$ cat src/rtl/recepcao_serial_comandos.sv
// 7E2 serial receiver with ASCII command decoding.
// Emits one-cycle pulses for frame status and game commands.
module recepcao_serial_comandos #(
  parameter int CLKS_PER_BIT = 434,
  parameter int HALF_BIT     = 217
) (
  input  logic       clock,
  input  logic       reset,
  input  logic       entrada_serial,
  output logic [6:0] dado,
  output logic       pronto,
  output logic       erro_paridade,
  output logic       erro_stop,
  output logic       cmd_start,
  output logic       cmd_pause,
  output logic       cmd_restart,
  output logic       cmd_esq,
  output logic       cmd_dir,
  output logic [3:0] db_estado
);

  typedef enum logic [2:0] {
    OCIOSO   = 3'd0,
    INICIO   = 3'd1,
    DADOS    = 3'd2,
    PARIDADE = 3'd3,
    STOP1    = 3'd4,
    STOP2    = 3'd5,
    VALIDA   = 3'd6
  } estado_t;

  localparam logic [8:0] TICK_BIT  = 9'(CLKS_PER_BIT - 1);
  localparam logic [8:0] TICK_MEIO = 9'(HALF_BIT - 1);

  estado_t    estado, estado_n;
  logic [8:0] tick, tick_n;
  logic [2:0] idx, idx_n;
  logic [6:0] shift, shift_n;
  logic [6:0] dado_q, dado_q_n;
  logic       par_err, par_err_n;
  logic       stop_err, stop_err_n;
  logic       armed, armed_n;
  logic       sync_a, rx;
  logic       fim_bit;
  logic       valido;

  always_ff @(posedge clock or posedge reset) begin
    if (reset) begin
      sync_a <= 1'b1;
      rx     <= 1'b1;
    end else begin
      sync_a <= entrada_serial;
      rx     <= sync_a;
    end
  end

  always_ff @(posedge clock or posedge reset) begin
    if (reset) begin
      estado   <= OCIOSO;
      tick     <= '0;
      idx      <= '0;
      shift    <= '0;
      dado_q   <= '0;
      par_err  <= 1'b0;
      stop_err <= 1'b0;
      armed    <= 1'b0;
    end else begin
      estado   <= estado_n;
      tick     <= tick_n;
      idx      <= idx_n;
      shift    <= shift_n;
      dado_q   <= dado_q_n;
      par_err  <= par_err_n;
      stop_err <= stop_err_n;
      armed    <= armed_n;
    end
  end

  assign fim_bit = (tick == TICK_BIT);

  always_comb begin
    estado_n   = estado;
    tick_n     = tick;
    idx_n      = idx;
    shift_n    = shift;
    dado_q_n   = dado_q;
    par_err_n  = par_err;
    stop_err_n = stop_err;
    armed_n    = armed;
    unique case (estado)
      OCIOSO: begin
        // armed keeps a held-low line (break) from re-triggering
        if (rx) begin
          armed_n = 1'b1;
        end else if (armed) begin
          tick_n   = '0;
          armed_n  = 1'b0;
          estado_n = INICIO;
        end
      end
      INICIO: begin
        if (tick == TICK_MEIO) begin
          tick_n = '0;
          if (rx) begin
            estado_n = OCIOSO;
          end else begin
            idx_n      = '0;
            par_err_n  = 1'b0;
            stop_err_n = 1'b0;
            estado_n   = DADOS;
          end
        end else begin
          tick_n = tick + 9'd1;
        end
      end
      DADOS: begin
        if (fim_bit) begin
          tick_n  = '0;
          shift_n = {rx, shift[6:1]};
          idx_n   = idx + 3'd1;
          if (idx == 3'd6) begin
            idx_n    = '0;
            estado_n = PARIDADE;
          end
        end else begin
          tick_n = tick + 9'd1;
        end
      end
      PARIDADE: begin
        if (fim_bit) begin
          tick_n    = '0;
          par_err_n = ^{shift, rx};
          estado_n  = STOP1;
        end else begin
          tick_n = tick + 9'd1;
        end
      end
      STOP1: begin
        if (fim_bit) begin
          tick_n = '0;
          if (!rx) stop_err_n = 1'b1;
          estado_n = STOP2;
        end else begin
          tick_n = tick + 9'd1;
        end
      end
      STOP2: begin
        if (fim_bit) begin
          tick_n = '0;
          if (!rx) stop_err_n = 1'b1;
          estado_n = VALIDA;
        end else begin
          tick_n = tick + 9'd1;
        end
      end
      VALIDA: begin
        tick_n = '0;
        if (!stop_err && !par_err) dado_q_n = shift;
        estado_n = OCIOSO;
      end
      default: estado_n = OCIOSO;
    endcase
  end

  assign valido = (estado == VALIDA) && !stop_err && !par_err;

  assign pronto        = valido;
  assign erro_stop     = (estado == VALIDA) && stop_err;
  assign erro_paridade = (estado == VALIDA) && !stop_err && par_err;
  assign dado          = valido ? shift : dado_q;

  assign cmd_start   = valido && (shift == 7'h49);
  assign cmd_pause   = valido && (shift == 7'h50);
  assign cmd_restart = valido && (shift == 7'h52);
  assign cmd_esq     = valido && (shift == 7'h45);
  assign cmd_dir     = valido && (shift == 7'h44);

  assign db_estado = {1'b0, estado};

endmodule

$ cat config.mk
export PLATFORM = sky130hd
export DESIGN_NAME = recepcao_serial_comandos
export DESIGN_NICKNAME = d
export VERILOG_FILES = /design/src/rtl/recepcao_serial_comandos.sv
export SDC_FILE = /design/constraint.sdc
export NUM_CORES = 1
export LEC_CHECK = 0
export BUFFER_PORTS_ARGS = -buffer_cell sky130_fd_sc_hd__buf_2
export CORE_MARGIN = 1
export CORE_UTILIZATION = 60
export CTS_CLUSTER_DIAMETER = 120
export CTS_CLUSTER_SIZE = 30
export DETAILED_ROUTE_END_ITERATION = 8
export PLACE_DENSITY = 0.79
export SYNTH_ARGS = -nofsm -noshare
export SYNTH_HDL_FRONTEND = slang
export SYNTH_SLANG_ARGS = --single-unit
export TNS_END_PERCENT = 100
$ cat constraint.sdc
create_clock -name clock -period 5.45 [get_ports clock]
set_input_delay 0.2725 -clock clock [delete_from_list [all_inputs] [get_ports clock]]
set_output_delay 0.2725 -clock clock [all_outputs]
set_load 0.005 [all_outputs]
==> metrics <==
Placer Congestion between 0.8 and 0.9; Port Buf Inserts 20; leakage power summed over all cells approximately 1.1 nW; Final Cell Area roughly 0.0022 mm^2; number of clock buffers inserted by TritonCTS 5; cell count after synthesis 194; FILL cells 235; DP Area between 0.002 and 0.0025 mm^2; Finished Layout Cells roughly 260; RSZ-0062 raised after global routing no; antenna violations before repair 0; combinational cell fraction of total power 0.325; register bit count reported by yosys 34; Boundary Pins 22; setup ws final between 2 and 3 ns; status complete, no violations; Worst R2R End tick[0]; Cell Int Power 0.550 mW; family of cells with the greatest summed delay on the critical path simple AND/OR/NAND/NOR gates; row count 20; post-CTS clock slew at the launch and capture registers of the worst setup and hold paths 0.11 ns; standard cell with the maximum stage delay on the critical path sky130_fd_sc_hd__dfrtp_1; TritonCTS clock tree yes; global-route wire length before repair between 6 and 7 mm; global-route congestion overflow total 0; number of buffers added to fix hold violations after cts 0; largest net degree at the start of global routing 35; register area between 800 and 900 um^2; total inserted antenna cells 0; Net Sw Frac 0.361; number of placed instances, taps included around 250; Final min period approximately 2.8 ns; number of enable flip-flop cells after synthesis 0; share of synthesized registers carrying an async set or reset 1.00; Die ar. about 0.0036 mm^2; net count of the mapped netlist about 200; Top cell by count, worst path sky130_fd_sc_hd__nand2_2; number of hold-slack violations in the final timing report 0; layout-stage area growth over the synthesis result 11.3%; layout cell share with drive strength beyond 1 0.312; number of sinks driven by the clock tree 34; WP data arrival between 2 and 3 ns; Slew @ Worst Pin 0.869 ns; max_slew headroom 0.420; combined area of the multi-input logic cells between 0.001 and 0.0015 mm^2; worst path bufs/invs 2; required time of the critical path roughly 5.2 ns; # H-tree levels 2; number of global-route vias before repair between 1000 and 1500; overall routed net length slightly above 4 mm; post-placement setup slack around 2.8 ns; Distinct cells, synth 48; Worst-Skew Late Latency 0.34 ns; post-CTS setup buffer count 0; maximum frequency from static timing analysis approximately 0.35 GHz; Worst setup SP type register; router iterations before antenna repair 4; category of the worst setup path capture point output pin; largest buffer count on any clock path 2; post-route core utilization 0.720; net count reported at finish around 220; total of cells resized after clock tree synthesis 0; skew final ~0.0062 ns; start of the worst register-to-register path estado[1]; cell type with the highest aggregate area in the netlist sky130_fd_sc_hd__dfrtp_1; DRT iter0 DRCs 74; Post-Syn Area per Cell ~10 um^2; kind of path behind the tightest hold check primary input to asynchronous set/reset pin; overall power of the completed layout ~0.86 mW; width of the die 59.8 um; HPWL Detailed 2.81 mm; overall track demand over capacity in global routing 0.250; final setup TNS 0 ns; area share of the largest cell type after synthesis 0.399; setup-violating endpoint count in the final report 0; count of final max-slew check failures 0; Detail Route Antenna Nets 0; post-detailed-route via-to-cell ratio around 6; mapped cell area around 0.0020 mm^2; total of max-cap violations 0; count of unresolved DRC violations after routing 0; Net Sw Power just over 0.3 mW; power share of the sequential group 0.401; total via count after detailed routing 1560; area of the core 0.00310 mm^2; ordered list of cells on the worst path nand2_2 -> nor4_4 -> buf_4 -> nand2_2 -> or4b_4 -> nor3b_2 -> buf_2; y dimension of the die around 60 um; Root Buffer sky130_fd_sc_hd__clkbuf_4; delay of the slowest cell on the worst path ~0.7 ns; depth of the worst register-to-register path 6; share of the clock period used by the worst path 0.522; sequential share of the synthesized area 0.425; Fin Hold WS ~0.0086 ns; worst voltage drop across the vdd grid about 230 uV; post-DR wirelength/cell approximately 16 um; critical path class register to output pin; register-to-register path setup slack between 2 and 3 ns; Area contributors post-synth sky130_fd_sc_hd__dfrtp_1 40%, sky130_fd_sc_hd__mux2_2 13%, sky130_fd_sc_hd__a22o_1 3.5%; number of warnings issued by yosys 0; fraction of power consumed by the clock network 0.274; worst-path maximum fanout 18; Pwr Density a little under 400 mW/mm^2; starting density of the core 0.647; ys flop type sky130_fd_sc_hd__dfrtp_1
## layer usage
metal  vias up  routed length [um]  global-route usage
li1        742                   -                   -
met1       766                1740               0.308
met2        45                2140               0.430
met3         7                 137              0.0606
met4         0                  43              0.0764
met5         -                   0                   0
## power by group through the flow
| stage | Combinational (mW) | Clock (mW) | Sequential [mW] |
|---|---|---|---|
| floorplan | 0.255 | 0 | 0.312 |
| global placement | 0.265 | 0 | 0.344 |
| detailed placement | 0.275 | 0 | 0.348 |
| CTS | 0.279 | 0.238 | 0.343 |
| global route | 0.313 | 0.250 | 0.350 |
| finish | 0.280 | 0.236 | 0.345 |
## worst min-delay path, cell delays in order
cell,delay [ns]
sky130_fd_sc_hd__buf_2,0.09
sky130_fd_sc_hd__inv_1,0.05
sky130_fd_sc_hd__buf_4,0.37
## worst max path at each step
stage,from,to,slack (ns),cells after the start
detailed placement,estado[1],tick[0],2.84,6
global placement,estado[1],tick[0],2.93,6
finish,estado[1],cmd_restart,2.60,7
CTS,estado[1],cmd_restart,2.59,7
floorplan,estado[2],cmd_restart,3.43,6
global route,estado[1],cmd_restart,2.44,7
## flip-flops by register name (all words and copies together) (netlist names), 3 cells and up
register  count
shift         7
idx           3
dado_q        7
tick          9
estado        3
## Yosys cell counts (4+ instances only)
library cell              instances
sky130_fd_sc_hd__o21ai_0         13
sky130_fd_sc_hd__xnor2_1          6
sky130_fd_sc_hd__dfrtp_1         32
sky130_fd_sc_hd__mux2_2          23
sky130_fd_sc_hd__nand2_1         12
sky130_fd_sc_hd__nand3_1          7
sky130_fd_sc_hd__a21o_1           5
sky130_fd_sc_hd__inv_1            8
sky130_fd_sc_hd__ha_1             5
sky130_fd_sc_hd__nor2_1          13
sky130_fd_sc_hd__a22o_1           8
sky130_fd_sc_hd__nor2b_1          4
## final cells by class
type | count | share of cell area
Clock inverter | 3 | 0.0308
Multi-Input combinational cell | 143 | 0.481
Inverter | 8 | 0.0134
Sequential cell | 34 | 0.382
Clock buffer | 5 | 0.0168
Timing Repair Buffer | 22 | 0.0515
Tap cell | 44 | 0.0246
## logic make-up (layout without fill, tap and decap cells)
| kind of cell | count (synthesis) | after routing | synth area share |
|---|---|---|---|
| compound gates | 37 | 37 | 0.128 |
| other cells | 1 | 1 | 0.00187 |
| xor+xnor | 7 | 7 | 0.0305 |
| flops | 34 | 34 | 0.425 |
| simple gates | 69 | 69 | 0.210 |
| buf+inv | 17 | 38 | 0.0393 |
| fa+ha+maj | 5 | 5 | 0.0312 |
| mux | 24 | 24 | 0.134 |
## placed cells by master, fill, tap and decap left out, types with 2 or more instances in the layout
cell	synthesis	routed
sky130_fd_sc_hd__a21oi_1	3	3
sky130_fd_sc_hd__a21o_1	5	5
sky130_fd_sc_hd__dfrtp_1	32	32
sky130_fd_sc_hd__nand2_1	12	12
sky130_fd_sc_hd__or2_2	2	2
sky130_fd_sc_hd__xnor2_1	6	6
sky130_fd_sc_hd__and2_1	2	2
sky130_fd_sc_hd__nor3_1	2	2
sky130_fd_sc_hd__nand3_1	7	7
sky130_fd_sc_hd__nand2b_1	3	3
sky130_fd_sc_hd__a22o_1	8	8
sky130_fd_sc_hd__nor4_1	3	3
sky130_fd_sc_hd__and4b_1	2	2
sky130_fd_sc_hd__clkbuf_4	0	5
sky130_fd_sc_hd__nor2_1	13	13
sky130_fd_sc_hd__or3_1	2	2
sky130_fd_sc_hd__buf_2	3	20
sky130_fd_sc_hd__nor2b_1	4	4
sky130_fd_sc_hd__o21ai_0	13	13
sky130_fd_sc_hd__dfstp_2	2	2
sky130_fd_sc_hd__inv_1	8	8
sky130_fd_sc_hd__nand2_2	2	2
sky130_fd_sc_hd__mux2_2	23	23
sky130_fd_sc_hd__and4bb_2	2	2
sky130_fd_sc_hd__bufinv_16	0	2
sky130_fd_sc_hd__buf_4	3	2
sky130_fd_sc_hd__ha_1	5	5
sky130_fd_sc_hd__nand4_1	3	3
No activity file was read; power rests on OpenSTA's default activity.
